`config.mk`:
```
export PLATFORM = sky130hd
export DESIGN_NAME = sar_sequencer
export DESIGN_NICKNAME = d
export VERILOG_FILES = /design/src/rtl/sar_pkg.sv /design/src/rtl/sar_capture.sv /design/src/rtl/sar_sequencer.sv
export SDC_FILE = /design/constraint.sdc
export NUM_CORES = 1
export LEC_CHECK = 0
export ABC_AREA = 0
export CORE_MARGIN = 2
export CORE_UTILIZATION = 50
export CTS_BUF_LIST = sky130_fd_sc_hd__clkbuf_8
export CTS_CLUSTER_SIZE = 24
export DETAILED_ROUTE_END_ITERATION = 8
export PLACE_DENSITY = 0.74
export SYNTH_ARGS = -nofsm -noshare
export SYNTH_HDL_FRONTEND = slang
export SYNTH_SLANG_ARGS = --single-unit
```
`constraint.sdc`:
```
create_clock -name clk -period 6.35 [get_ports clk]
set_clock_uncertainty 0.15 [all_clocks]
set_input_delay 0.9525 -clock clk [delete_from_list [all_inputs] [get_ports clk]]
set_output_delay 0.9525 -clock clk [all_outputs]
set_load 0.05 [all_outputs]
```
`src/rtl/sar_pkg.sv`:
```
// Shared types and helpers for the SAR conversion sequencer and its capture slices.
package sar_pkg;

    localparam int unsigned MADC_DFLT = 17;
    localparam int unsigned CNT_W     = $clog2(MADC_DFLT + 1);

    typedef enum logic [2:0] {
        StIdle,
        StInit,
        StSamp,
        StComp,
        StUpdate,
        StWait
    } sar_state_e;

    // Zero or an over-range request both mean a full-length conversion.
    function automatic int unsigned clamp_ncycles(input int unsigned n, input int unsigned madc);
        return ((n == 0) || (n > madc)) ? madc : n;
    endfunction

endpackage

```
`src/rtl/sar_capture.sv`:
```
// One channel's successive-approximation code register: clear, single-bit write, and a
// look-ahead view of the value it will hold after the current edge.
module sar_capture #(
    parameter int unsigned Madc = 17,
    parameter int unsigned IdxW = $clog2(Madc + 1)
) (
    input  logic            clk,
    input  logic            rst,
    input  logic            i_clr,
    input  logic            i_wr_en,
    input  logic [IdxW-1:0] i_idx,
    input  logic            i_bit,
    output logic [Madc-1:0] o_code_next
);

    logic [Madc-1:0] r_code;

    always_comb begin
        o_code_next = r_code;
        if (i_clr) begin
            o_code_next = '0;
        end else if (i_wr_en) begin
            for (int i = 0; i < Madc; i++) begin
                if (i_idx == IdxW'(i)) begin
                    o_code_next[i] = i_bit;
                end
            end
        end
    end

    always_ff @(posedge clk or posedge rst) begin
        if (rst) begin
            r_code <= '0;
        end else begin
            r_code <= o_code_next;
        end
    end

endmodule

```
`src/rtl/sar_sequencer.sv`:
```
// Multi-channel SAR ADC conversion controller: phase strobes, per-channel capture and a
// one-deep valid/ready result register.
module sar_sequencer
    import sar_pkg::*;
#(
    parameter int unsigned Madc  = 17,
    parameter int unsigned Nch   = 4,
    parameter int unsigned Wsamp = 4,
    localparam int unsigned CntW = $clog2(Madc + 1)
) (
    input  logic                clk,
    input  logic                rst,
    input  logic                start,
    input  logic                abort,
    input  logic [CntW-1:0]     ncycles,
    input  logic [Wsamp-1:0]    samp_len,
    input  logic [Nch-1:0]      chan_en,
    input  logic [Nch-1:0]      comp_out,
    output logic                seq_init,
    output logic                seq_samp,
    output logic                seq_comp,
    output logic                seq_update,
    output logic [Nch-1:0]      en_chan,
    output logic                busy,
    output logic [Nch*Madc-1:0] result,
    output logic                result_valid,
    input  logic                result_ready
);

    sar_state_e         r_state;
    logic [Wsamp-1:0]   r_samp_len;
    logic [Wsamp-1:0]   r_samp_cnt;
    logic [CntW-1:0]    r_k;
    logic [CntW-1:0]    r_nlast;
    logic [Nch-1:0]     r_mask;
    logic [Nch-1:0]     r_en_chan;
    logic               r_busy;
    logic               r_seq_init;
    logic               r_seq_samp;
    logic               r_seq_comp;
    logic               r_seq_update;
    logic [Nch*Madc-1:0] r_result;
    logic               r_valid;

    logic                w_clr;
    logic                w_wr;
    logic                w_last;
    logic                w_load;
    logic [CntW-1:0]     w_bit_idx;
    logic [Nch*Madc-1:0] w_codes;

    assign w_clr     = (r_state == StIdle) && start && !abort;
    assign w_wr      = (r_state == StUpdate) && !abort;
    assign w_last    = (r_k == r_nlast);
    assign w_bit_idx = CntW'(Madc - 1) - r_k;

    // A result loads when the last pair completes into a free slot, or when WAIT drains.
    assign w_load = !abort &&
        (((r_state == StUpdate) && w_last && !(r_valid && !result_ready)) ||
         ((r_state == StWait) && result_ready));

    for (genvar g = 0; g < Nch; g++) begin : g_cap
        sar_capture #(
            .Madc (Madc),
            .IdxW (CntW)
        ) u_cap (
            .clk         (clk),
            .rst         (rst),
            .i_clr       (w_clr),
            .i_wr_en     (w_wr),
            .i_idx       (w_bit_idx),
            .i_bit       (comp_out[g] & r_mask[g]),
            .o_code_next (w_codes[g*Madc +: Madc])
        );
    end

    always_ff @(posedge clk or posedge rst) begin
        if (rst) begin
            r_state      <= StIdle;
            r_samp_len   <= '0;
            r_samp_cnt   <= '0;
            r_k          <= '0;
            r_nlast      <= '0;
            r_mask       <= '0;
            r_en_chan    <= '0;
            r_busy       <= 1'b0;
            r_seq_init   <= 1'b0;
            r_seq_samp   <= 1'b0;
            r_seq_comp   <= 1'b0;
            r_seq_update <= 1'b0;
        end else begin
            r_seq_init   <= 1'b0;
            r_seq_samp   <= 1'b0;
            r_seq_comp   <= 1'b0;
            r_seq_update <= 1'b0;
            if (abort) begin
                r_state   <= StIdle;
                r_busy    <= 1'b0;
                r_en_chan <= '0;
            end else begin
                unique case (r_state)
                    StIdle: begin
                        if (start) begin
                            r_samp_len <= samp_len;
                            r_nlast    <= CntW'(clamp_ncycles(32'(ncycles), Madc) - 1);
                            r_mask     <= chan_en;
                            r_en_chan  <= chan_en;
                            r_k        <= '0;
                            r_busy     <= 1'b1;
                            r_seq_init <= 1'b1;
                            r_state    <= StInit;
                        end
                    end
                    StInit: begin
                        r_samp_cnt <= '0;
                        r_seq_samp <= 1'b1;
                        r_state    <= StSamp;
                    end
                    StSamp: begin
                        if (r_samp_cnt == r_samp_len) begin
                            r_seq_comp <= 1'b1;
                            r_state    <= StComp;
                        end else begin
                            r_samp_cnt <= r_samp_cnt + 1'b1;
                            r_seq_samp <= 1'b1;
                        end
                    end
                    StComp: begin
                        r_seq_update <= 1'b1;
                        r_state      <= StUpdate;
                    end
                    StUpdate: begin
                        if (!w_last) begin
                            r_k        <= r_k + 1'b1;
                            r_seq_comp <= 1'b1;
                            r_state    <= StComp;
                        end else begin
                            r_en_chan <= '0;
                            if (r_valid && !result_ready) begin
                                r_state <= StWait;
                            end else begin
                                r_state <= StIdle;
                                r_busy  <= 1'b0;
                            end
                        end
                    end
                    StWait: begin
                        if (result_ready) begin
                            r_state <= StIdle;
                            r_busy  <= 1'b0;
                        end
                    end
                    default: begin
                        r_state   <= StIdle;
                        r_busy    <= 1'b0;
                        r_en_chan <= '0;
                    end
                endcase
            end
        end
    end

    always_ff @(posedge clk or posedge rst) begin
        if (rst) begin
            r_result <= '0;
            r_valid  <= 1'b0;
        end else if (w_load) begin
            r_result <= w_codes;
            r_valid  <= 1'b1;
        end else if (r_valid && result_ready) begin
            r_valid <= 1'b0;
        end
    end

    assign seq_init     = r_seq_init;
    assign seq_samp     = r_seq_samp;
    assign seq_comp     = r_seq_comp;
    assign seq_update   = r_seq_update;
    assign en_chan      = r_en_chan;
    assign busy         = r_busy;
    assign result       = r_result;
    assign result_valid = r_valid;

endmodule
```
==> metrics.md <==
| Metric | Value |
|---|---|
| Drt drc | 0 |
| Hold WC Path Type | flop to flop |
| Syn avg cell area | 12.89 um^2 |
| Ant diodes | 0 |
| Fraction of registers with async set/reset | 1.000 |
| Pre-CTS worst setup slack | 2277 ps |
| Multiplexer area fraction after synthesis | 0.1129 |
| Synthesized flop and latch total | 171 |
| Die width | 125.7 um |
| Combinational power share | 0.107 |
| Post-route cell area | 8940 um^2 |
| Post-CTS Setup Bufs | 0 |
| Initial Util | 0.5099 |
| Vias/cell | 6.009 |
| Die footprint | 15810 um^2 |
| Hold-fix buffers at CTS | 0 |
| ANT nets after route | 0 |
| Yosys warning count | 0 |
| Top_reg_cell synth | dfrtp_1 |
| First-pass GRT wire length | 29470 um |
| Worst Path Required | 6610 ps |
| Slew Limit Fails | 0 |
| Post-synth top cells | 171 x dfrtp_1, 63 x mux2_2, 61 x o221a_2 |
| Final Hold Fails | 0 |
| CTS sink count | 171 |
| Number of global-route vias before repair | 5177 |
| DR WL/cell | 21.46 um |
| Post-synthesis adder-cell area fraction | 0.01351 |
| RSZ-0062 raised after global routing | no |
| Top cell type's share of synthesized area | 0.5774 |
| Drt first pass iters | 5 |
| Clk Latency, worst-skew pair | 470 ps |
| DR iter-0 viols | 534 |
| Die height | 125.7 um |
| Reg clk slew, reported paths | 90 ps |
| Post-CTS Resized | 0 |
| Cell Area, Placed | 8502 um^2 |
| Main combinational cell family by area after synthesis | compound AO/OA/AOI/OAI gates |
| Cells after Synth | 575 |
| Switching Fraction | 0.2695 |
| Ports | 100 |
| CP startpoint kind | input pin |
| Max clock buf depth | 2 |
| Unique masters post-synth | 56 |
| Port bufs | 99 |
| Synth Net Count | 605 |
| Worst r2r path cells | 7 |
| Static Leak | 4.027 nW |
| GP Congestion | 0.8591 |
| Clock power share | 0.374 |
| Area fraction in compound gates after synthesis | 0.1595 |
| TritonCTS buffer count | 17 |
| Pwr dens | 249.2 nW/um^2 |
| Via count | 5150 |
| Endpoints failing setup | 0 |
| Initial antenna violation count | 0 |
| Total GRT Usage | 0.2419 |
| Crit Path Max Fanout | 22 |
| Crit end category | flop |
| Max Cap Viol | 0 |
| CTS tree | done |
| Psw | 0.6005 mW |
| Fin nets | 690 |
| Int Pwr | 1.628 mW |
| Status | complete, no violations |
| WS Path Type | input pin to flop |
| Worst slew pin tran | 1186 ps |
| Synth area leaders | dfrtp_1 58%, mux2_2 9.6%, o221a_2 9.3% |
| Mapped Area | 7411 um^2 |
| Clock root buffer | clkbuf_8 |
| Max Fclk | 275.8 MHz |
| Final WS setup | 2724 ps |
| Routed Wire Length | 18390 um |
| Most frequent cell after synthesis | dfrtp_1 |
| Share of the yosys chip area belonging to registers | 0.5774 |
| Maximum vdd ir drop | 0.0001506 V |
| Total congestion overflow | 0 |
| Post-Synth Simple-Gate Area | 0.08459 |
| Relative slew margins | 0.2046 |
| Synth area leader | dfrtp_1 |
| Xor/xnor share of the synthesized area | 0.01739 |
| Tcrit/Tclk final | 0.5711 |
| EDFF count, synth | 0 |
| Hold depth | 2 |
| H-tree depth | 4 |
| Setup tns final | 0 ps |
| Layout area overhead | 20.63% |
| HPWL after DPL | 12450 um |
| Layout cells sized above 1 | 0.2585 |
| Fillers | 1120 |
| Site Rows | 44 |
| Largest net degree at the start of global routing | 75 |
| Data arrival, critical path | 3890 ps |
| Sequential power share | 0.519 |
| Core ar. | 14530 um^2 |
| Min cycle time layout | 3626 ps |
power groups by stage:
stage               Clock [mW]  Combinational [mW]  Sequential, mW
finish                   0.832               0.238            1.16
global placement             0               0.236            1.18
global route             0.898               0.262            1.16
CTS                      0.846               0.240            1.16
floorplan                    0               0.139            1.20
detailed placement           0               0.239            1.18
layout make-up:
class | instances | area [um^2] | area share
flip-flops and latches | 171 | 4279 | 0.4787
inverters | 22 | 87.58 | 0.009797
multi-input cells | 344 | 2877 | 0.3218
repair buffers | 104 | 1028 | 0.1150
well taps | 184 | 230.2 | 0.02575
clock buffers | 20 | 275.3 | 0.03079
clock inverters | 12 | 162.7 | 0.01819
metrics by stage:
| stage | instances | utilization | total power, mW | hold slack, ps |
|---|---|---|---|---|
| 6_report | 857 | 0.6151 | 2.228 | 336.6 |
| 5_1_grt | 857 | 0.6151 | 2.323 | 366.5 |
| 4_1_cts | 857 | 0.6151 | 2.244 | 339.0 |
| 3_5_place_dp | 825 | 0.5850 | 1.418 | 317.3 |
| 3_3_place_gp | 825 | 0.5850 | 1.413 | 311.2 |
| 2_1_floorplan | 575 | - | 1.337 | 295.5 |
worst paths after layout:
path / startpoint / end / slack (ps)
max: abort / result[53] / 2720
min: r_mask[3] / r_mask[3] / 340
max reg2reg: r_k[0] / result[53] / 2950
min reg2reg: r_mask[3] / r_mask[3] / 340
max in group asynchronous: rst / result[45] / 3980
min in group asynchronous: rst / seq_samp / 740
logic make-up (layout without fill, tap and decap cells):
logic type	count (synthesis)	after routing
XOR/XNOR	13	13
multiplexers	75	75
AO/OA/AOI/OAI	130	130
adder cells (fa/ha/maj)	8	8
AND/OR/NAND/NOR	118	118
buffers and inverters	60	158
flip-flops	171	171
flip-flops by register name, indices dropped and copies added (netlist names), 3 cells and up:
register	count
r_mask	4
g_cap.u_cap.r_code	68
r_k	5
r_nlast	5
result	68
r_state	3
r_samp_len	4
en_chan	4
r_samp_cnt	4
layout by cell type, fill, tap and decap left out, drive strengths merged, types with 4 or more instances in the layout:
| cell type | count |
|---|---|
| o21ai | 17 |
| nand2 | 44 |
| inv | 26 |
| o31ai | 4 |
| xnor2 | 12 |
| dfrtp | 171 |
| clkinv | 4 |
| a31oi | 4 |
| mux2 | 69 |
| nor3 | 13 |
| o221a | 64 |
| a21oi | 7 |
| mux2i | 6 |
| clkbuf | 20 |
| a211oi | 10 |
| clkdlybuf4s50 | 99 |
| nand3 | 6 |
| nand4 | 18 |
| buf | 5 |
| ha | 8 |
| nor2 | 18 |
worst max-delay path, cell delays in order:
cell	delay [ps]
clkdlybuf4s50_1	670
nor4b_4	360
buf_4	260
nand2_1	160
a211oi_1	950
o221a_2	390
mux2_2	140
routing by layer:
metal	vias to the layer above	GRT usage	part of all wire	routed length, um
met5	-	0	0	0
met4	0	0.07111	0.016	298
met3	25	0.06415	0.058	1070
met2	183	0.3625	0.47	8582
met1	2613	0.3503	0.46	8435
li1	2329	-	-	-
Power figures use the tool's default switching activity.
